===== config.mk =====
export PLATFORM = sky130hd
export DESIGN_NAME = cipher_char_sequencer
export DESIGN_NICKNAME = d
export VERILOG_FILES = /design/src/rtl/cipher_char_sequencer.sv
export SDC_FILE = /design/constraint.sdc
export NUM_CORES = 1
export LEC_CHECK = 0
export CORE_ASPECT_RATIO = 1.5
export CORE_UTILIZATION = 46
export CTS_CLUSTER_SIZE = 25
export DETAILED_ROUTE_END_ITERATION = 7
export GPL_ROUTABILITY_DRIVEN = 0
export PLACE_DENSITY = 0.74
export SLEW_MARGIN = 10
export SYNTH_ARGS = -nofsm -noshare
export SYNTH_HDL_FRONTEND = slang
export SYNTH_SLANG_ARGS = --single-unit

===== constraint.sdc =====
create_clock -name clk -period 3.2 [get_ports clk]
set_input_delay 0.96 -clock clk [delete_from_list [all_inputs] [get_ports clk]]
set_output_delay 0.96 -clock clk [all_outputs]
set_load 0.02 [all_outputs]

===== src/rtl/cipher_char_sequencer.sv =====
// Byte-stream front end for the S-box stream cipher: letters go through the cipher one at
// a time, every other byte bypasses it, and output order always matches input order.
module cipher_char_sequencer #(
    parameter int FIFO_DEPTH = 8,
    parameter int TIMEOUT    = 15
) (
    input  logic       clk,
    input  logic       rst,
    input  logic       s_valid,
    input  logic [7:0] s_data,
    output logic       s_ready,
    input  logic [7:0] key_in,
    output logic       m_valid,
    output logic [7:0] m_data,
    input  logic       m_ready,
    output logic       cph_din_valid,
    output logic [7:0] cph_key,
    output logic [7:0] cph_txt_in,
    input  logic [7:0] cph_txt_out,
    input  logic       cph_dout_ready,
    output logic       err_timeout,
    output logic       busy
);
    localparam int AW = $clog2(FIFO_DEPTH);
    localparam logic [7:0] TIMEOUT_C = 8'(TIMEOUT);

    typedef enum logic [1:0] {IDLE, ISSUE, WAIT, EMIT} state_t;

    logic [7:0]  mem [FIFO_DEPTH];
    logic [AW:0] wr_ptr_reg, rd_ptr_reg;
    logic        empty, full, push, pop;
    logic [7:0]  head;

    state_t      state_reg, state_next;
    logic [7:0]  hold_reg, hold_next;
    logic [7:0]  out_reg, out_next;
    logic [7:0]  key_reg, key_next;
    logic [7:0]  wait_reg, wait_next;
    logic        err_reg, err_next;
    logic [7:0]  wait_inc;

    function automatic logic is_letter(input logic [7:0] c);
        return (c >= 8'h41 && c <= 8'h5A) || (c >= 8'h61 && c <= 8'h7A);
    endfunction

    // The wrap bit distinguishes full from empty when the index bits match.
    assign empty = (wr_ptr_reg == rd_ptr_reg);
    assign full  = (wr_ptr_reg[AW] != rd_ptr_reg[AW]) &&
                   (wr_ptr_reg[AW-1:0] == rd_ptr_reg[AW-1:0]);
    assign head  = mem[rd_ptr_reg[AW-1:0]];
    assign push  = s_valid && s_ready;

    always_ff @(posedge clk) begin
        if (push) begin
            mem[wr_ptr_reg[AW-1:0]] <= s_data;
        end
    end

    always_ff @(posedge clk) begin
        if (rst) begin
            wr_ptr_reg <= '0;
            rd_ptr_reg <= '0;
        end else begin
            if (push) wr_ptr_reg <= wr_ptr_reg + 1'b1;
            if (pop)  rd_ptr_reg <= rd_ptr_reg + 1'b1;
        end
    end

    assign wait_inc = wait_reg + 8'd1;

    always_comb begin
        state_next = state_reg;
        hold_next  = hold_reg;
        out_next   = out_reg;
        key_next   = key_reg;
        wait_next  = wait_reg;
        err_next   = err_reg;
        pop        = 1'b0;
        case (state_reg)
            IDLE: begin
                if (!empty) begin
                    pop      = 1'b1;
                    key_next = key_in;
                    if (is_letter(head)) begin
                        hold_next  = head;
                        state_next = ISSUE;
                    end else begin
                        out_next   = head;
                        state_next = EMIT;
                    end
                end
            end
            ISSUE: begin
                wait_next  = 8'd0;
                state_next = WAIT;
            end
            WAIT: begin
                // wait_cnt counts completed WAIT cycles; abort once TIMEOUT of them pass.
                wait_next = wait_inc;
                if (cph_dout_ready) begin
                    out_next   = cph_txt_out;
                    state_next = EMIT;
                end else if (wait_inc == TIMEOUT_C) begin
                    err_next   = 1'b1;
                    out_next   = hold_reg;
                    state_next = EMIT;
                end
            end
            EMIT: begin
                if (m_ready) state_next = IDLE;
            end
            default: state_next = IDLE;
        endcase
    end

    always_ff @(posedge clk) begin
        if (rst) begin
            state_reg <= IDLE;
            hold_reg  <= 8'd0;
            out_reg   <= 8'd0;
            key_reg   <= 8'd0;
            wait_reg  <= 8'd0;
            err_reg   <= 1'b0;
        end else begin
            state_reg <= state_next;
            hold_reg  <= hold_next;
            out_reg   <= out_next;
            key_reg   <= key_next;
            wait_reg  <= wait_next;
            err_reg   <= err_next;
        end
    end

    assign s_ready       = !rst && !full;
    assign m_valid       = (state_reg == EMIT);
    assign m_data        = out_reg;
    assign cph_din_valid = (state_reg == ISSUE);
    assign cph_key       = key_reg;
    assign cph_txt_in    = hold_reg;
    assign err_timeout   = err_reg;
    assign busy          = (state_reg != IDLE) || !empty;
endmodule


==> metrics.md <==
| Metric | Value |
|---|---|
| Vias in the first global route | `roughly 3.3k` |
| Hpwl dp | `7.36 mm` |
| Layout area overhead | `21.5%` |
| Max-slew violation count | `0` |
| Avg Cell Area, Syn | `around 12 sq um` |
| Number of diodes | `0` |
| Rel. slew slack | `0.467` |
| Via count | `roughly 3.4k` |
| Die Span X | `86.8 um` |
| Critical path's slowest cell | `clkdlybuf4s50_1` |
| Seq/Total Area, Yosys | `0.573` |
| Worst min-delay path class | `flip-flop to flip-flop` |
| Worst EP arrival | `around 2 ns` |
| Clock Sink Count | `110` |
| Worst slack at placement | `about 0.014 ns` |
| Mapped Area | `roughly 5000 sq um` |
| Gr usage total | `0.202` |
| First-pass GRT wire length | `~17 mm` |
| Post-route ant nets | `0` |
| P_leak | `between 0.002 and 0.0025 uW` |
| Clk pin slew, worst setup/hold paths | `~0.080 ns` |
| Chip Height | `between 100 and 150 um` |
| Starting Density | `0.471` |
| PwrDens | `about 700 nW/um^2` |
| Final setup viols | `0` |
| Core box area | `between 10000 and 15000 sq um` |
| Post-layout min period | `slightly above 3 ns` |
| CP bufs+invs | `2` |
| Clk Tree Root Cell | `clkbuf_16` |
| Post-synth cell types | `54` |
| Total Wirelength | `10.6 mm` |
| RSZ-0062 raised after global routing | `false` |
| Post-synth top flop | `edfxtp_1` |
| Pre-antenna DRT Iters | `5` |
| CP Launch Type | `flip-flop` |
| 1st-iter DRT viols | `226` |
| Post-CTS setup-driven buffer insertion count | `0` |
| Final hold vios | `0` |
| Worst slew pin tran | `0.799 ns` |
| Row cnt | `46` |
| Max reg flops | `64` |
| H-tree depth | `3` |
| Worst stage delay on the critical path | `~0.54 ns` |
| Setup TNS | `0 ns` |
| Hold Path Stages | `2` |
| YS warnings | `0` |
| Max Cap Viol | `0` |
| Kind of cell adding the most delay to the critical path | `buffers and inverters` |
| Clk_skew | `0.00858 ns` |
| # port buffers | `57` |
| Crit share post-route | `0.942` |
| Status | `finished clean` |
| Antenna violations before repair | `0` |
| CTS max path bufs | `2` |
| DR DRC count | `0` |
| Top-level port count | `58` |
| WL/cell | `around 17 um` |
| Fraction of layout cells with a size suffix above 1 | `0.122` |
| Critical path class | `flip-flop to output port` |
| CP required | `around 2.2 ns` |
| Setup WS post-layout | `0.185 ns` |
| Post-Syn Instances | `slightly above 400` |
| R2R cell count | `6` |
| CTS tree | `yes` |
| Crit path capture type | `output port` |
| Fmax | `332 MHz` |
| Crit path cell chain | `xor2_1, nor4b_2, buf_4, nand2_1, clkdlybuf4s50_1` |
| Peak VDD IR | `roughly 0.38 mV` |
| Clk_lat worst skew | `0.36 ns` |
| Die area | `about 11000 sq um` |
| Commonest non-fill, non-tap cell in the layout | `edfxtp_1` |
| Largest net degree at the start of global routing | `43` |
| Number of synthesized flops with an enable pin | `64` |
| Vias per inst | `5.60` |
| Congestion Overflow GR | `0` |
| Asr flop ratio synth | `0` |
| Max Fanout on Critical Path | `8` |
| Final net count | `between 400 and 500` |
| Stages on worst setup path | `5` |
| Most frequent cells in the layout | `64 x edfxtp_1, 56 x clkdlybuf4s50_1, 46 x dfxtp_1, 37 x nand2_1, 33 x a21oi_1` |
| Synthesized flop and latch total | `110` |
| Syn Nets | `approximately 440` |
| CTS Buf Count | `9` |
-- stage by stage --
stage / instance area, sq um / hold slack, ns / cells / util / power [uW]
final: 6030 / 0.458 / 610 / 0.573 / 4210
after global routing: 6030 / 0.483 / 610 / 0.573 / 4410
after CTS: 6020 / 0.459 / 610 / 0.572 / 4230
after detailed placement: 5690 / 0.452 / 594 / 0.541 / 3000
after global placement: 5690 / 0.443 / 594 / 0.541 / 2960
after floorplan: 4960 / 0.471 / 403 / - / 2610
-- cell families (layout without fill, tap and decap cells) --
kind of cell / after synthesis / after routing / share of synthesized area
compound gates: 80 / 80 / 0.106
xor+xnor: 10 / 10 / 0.0176
fa+ha+maj: 9 / 9 / 0.0227
buf+inv: 35 / 98 / 0.0368
flops: 110 / 110 / 0.573
mux: 35 / 35 / 0.119
simple gates: 124 / 124 / 0.125
-- power breakdown --
| part | leakage, uW | internal (uW) | switching, uW |
|---|---|---|---|
| logic | 0.000895 | 540 | 765 |
| registers | 0.000952 | 1600 | 81.2 |
| clock network | 0.000162 | 703 | 526 |
| total | 0.00201 | 2840 | 1370 |
-- cell usage after synthesis, drive strengths merged, types with 2 or more instances --
| library cell | number | area share |
|---|---|---|
| nor2b | 4 | 0.0050 |
| and2 | 3 | 0.0038 |
| o21ai | 6 | 0.0060 |
| a31oi | 14 | 0.018 |
| mux2 | 6 | 0.014 |
| nand2b | 8 | 0.010 |
| nor3b | 2 | 0.0030 |
| o211ai | 7 | 0.011 |
| dfxtp | 46 | 0.19 |
| inv | 7 | 0.0053 |
| xnor2 | 4 | 0.0071 |
| nand2 | 37 | 0.028 |
| mux4 | 16 | 0.078 |
| nand4 | 9 | 0.011 |
| a21oi | 34 | 0.035 |
| a211oi | 8 | 0.013 |
| nand3 | 4 | 0.0040 |
| nor3 | 8 | 0.010 |
| ha | 9 | 0.023 |
| nor4 | 10 | 0.013 |
| xor2 | 6 | 0.011 |
| mux2i | 13 | 0.027 |
| buf | 15 | 0.022 |
| or3 | 2 | 0.0025 |
| edfxtp | 64 | 0.39 |
| a41oi | 2 | 0.0035 |
| clkbuf | 13 | 0.0098 |
| nor2 | 33 | 0.027 |
-- cell type report --
type | instances | area [sq um]
fill | 855 | 4500
sequential | 110 | 2840
multi-input combinational | 258 | 1940
timing repair buffer | 75 | 708
clock buffer | 10 | 229
tap | 144 | 180
clock inverter | 6 | 100
inverter | 7 | 26.3
-- metal layers --
layer  share of wire  GRT usage
met1            0.40      0.233
met2            0.53      0.354
met3           0.049     0.0459
met4           0.024     0.0902
met5               0          0
-- repair_timing --
action,in CTS,in global routing
resized for setup,0,2
endpoints found under the setup margin,0,2
hold buffers,0,0
-- path summary, 6_finish.rpt --
check | slack (ns) | to | from
worst max register to register | 0.43 | cph_txt_in[3] | flip-flop
worst min register to register | 0.46 | cph_key[1] | cph_key[1]
worst max-delay path | 0.18 | busy | wr_ptr_reg[1]
worst min-delay path | 0.46 | cph_key[1] | cph_key[1]
-- worst reg2reg max path, cell delays in order, from the launching register on --
cell and delay, ns:
dfxtp_1 0.84, mux4_1 0.46, mux2_2 0.32, nor2_2 0.20, a32o_1 0.48, nor3_4 0.12
a211oi_1 0.25
Power figures use the tool's default switching activity.
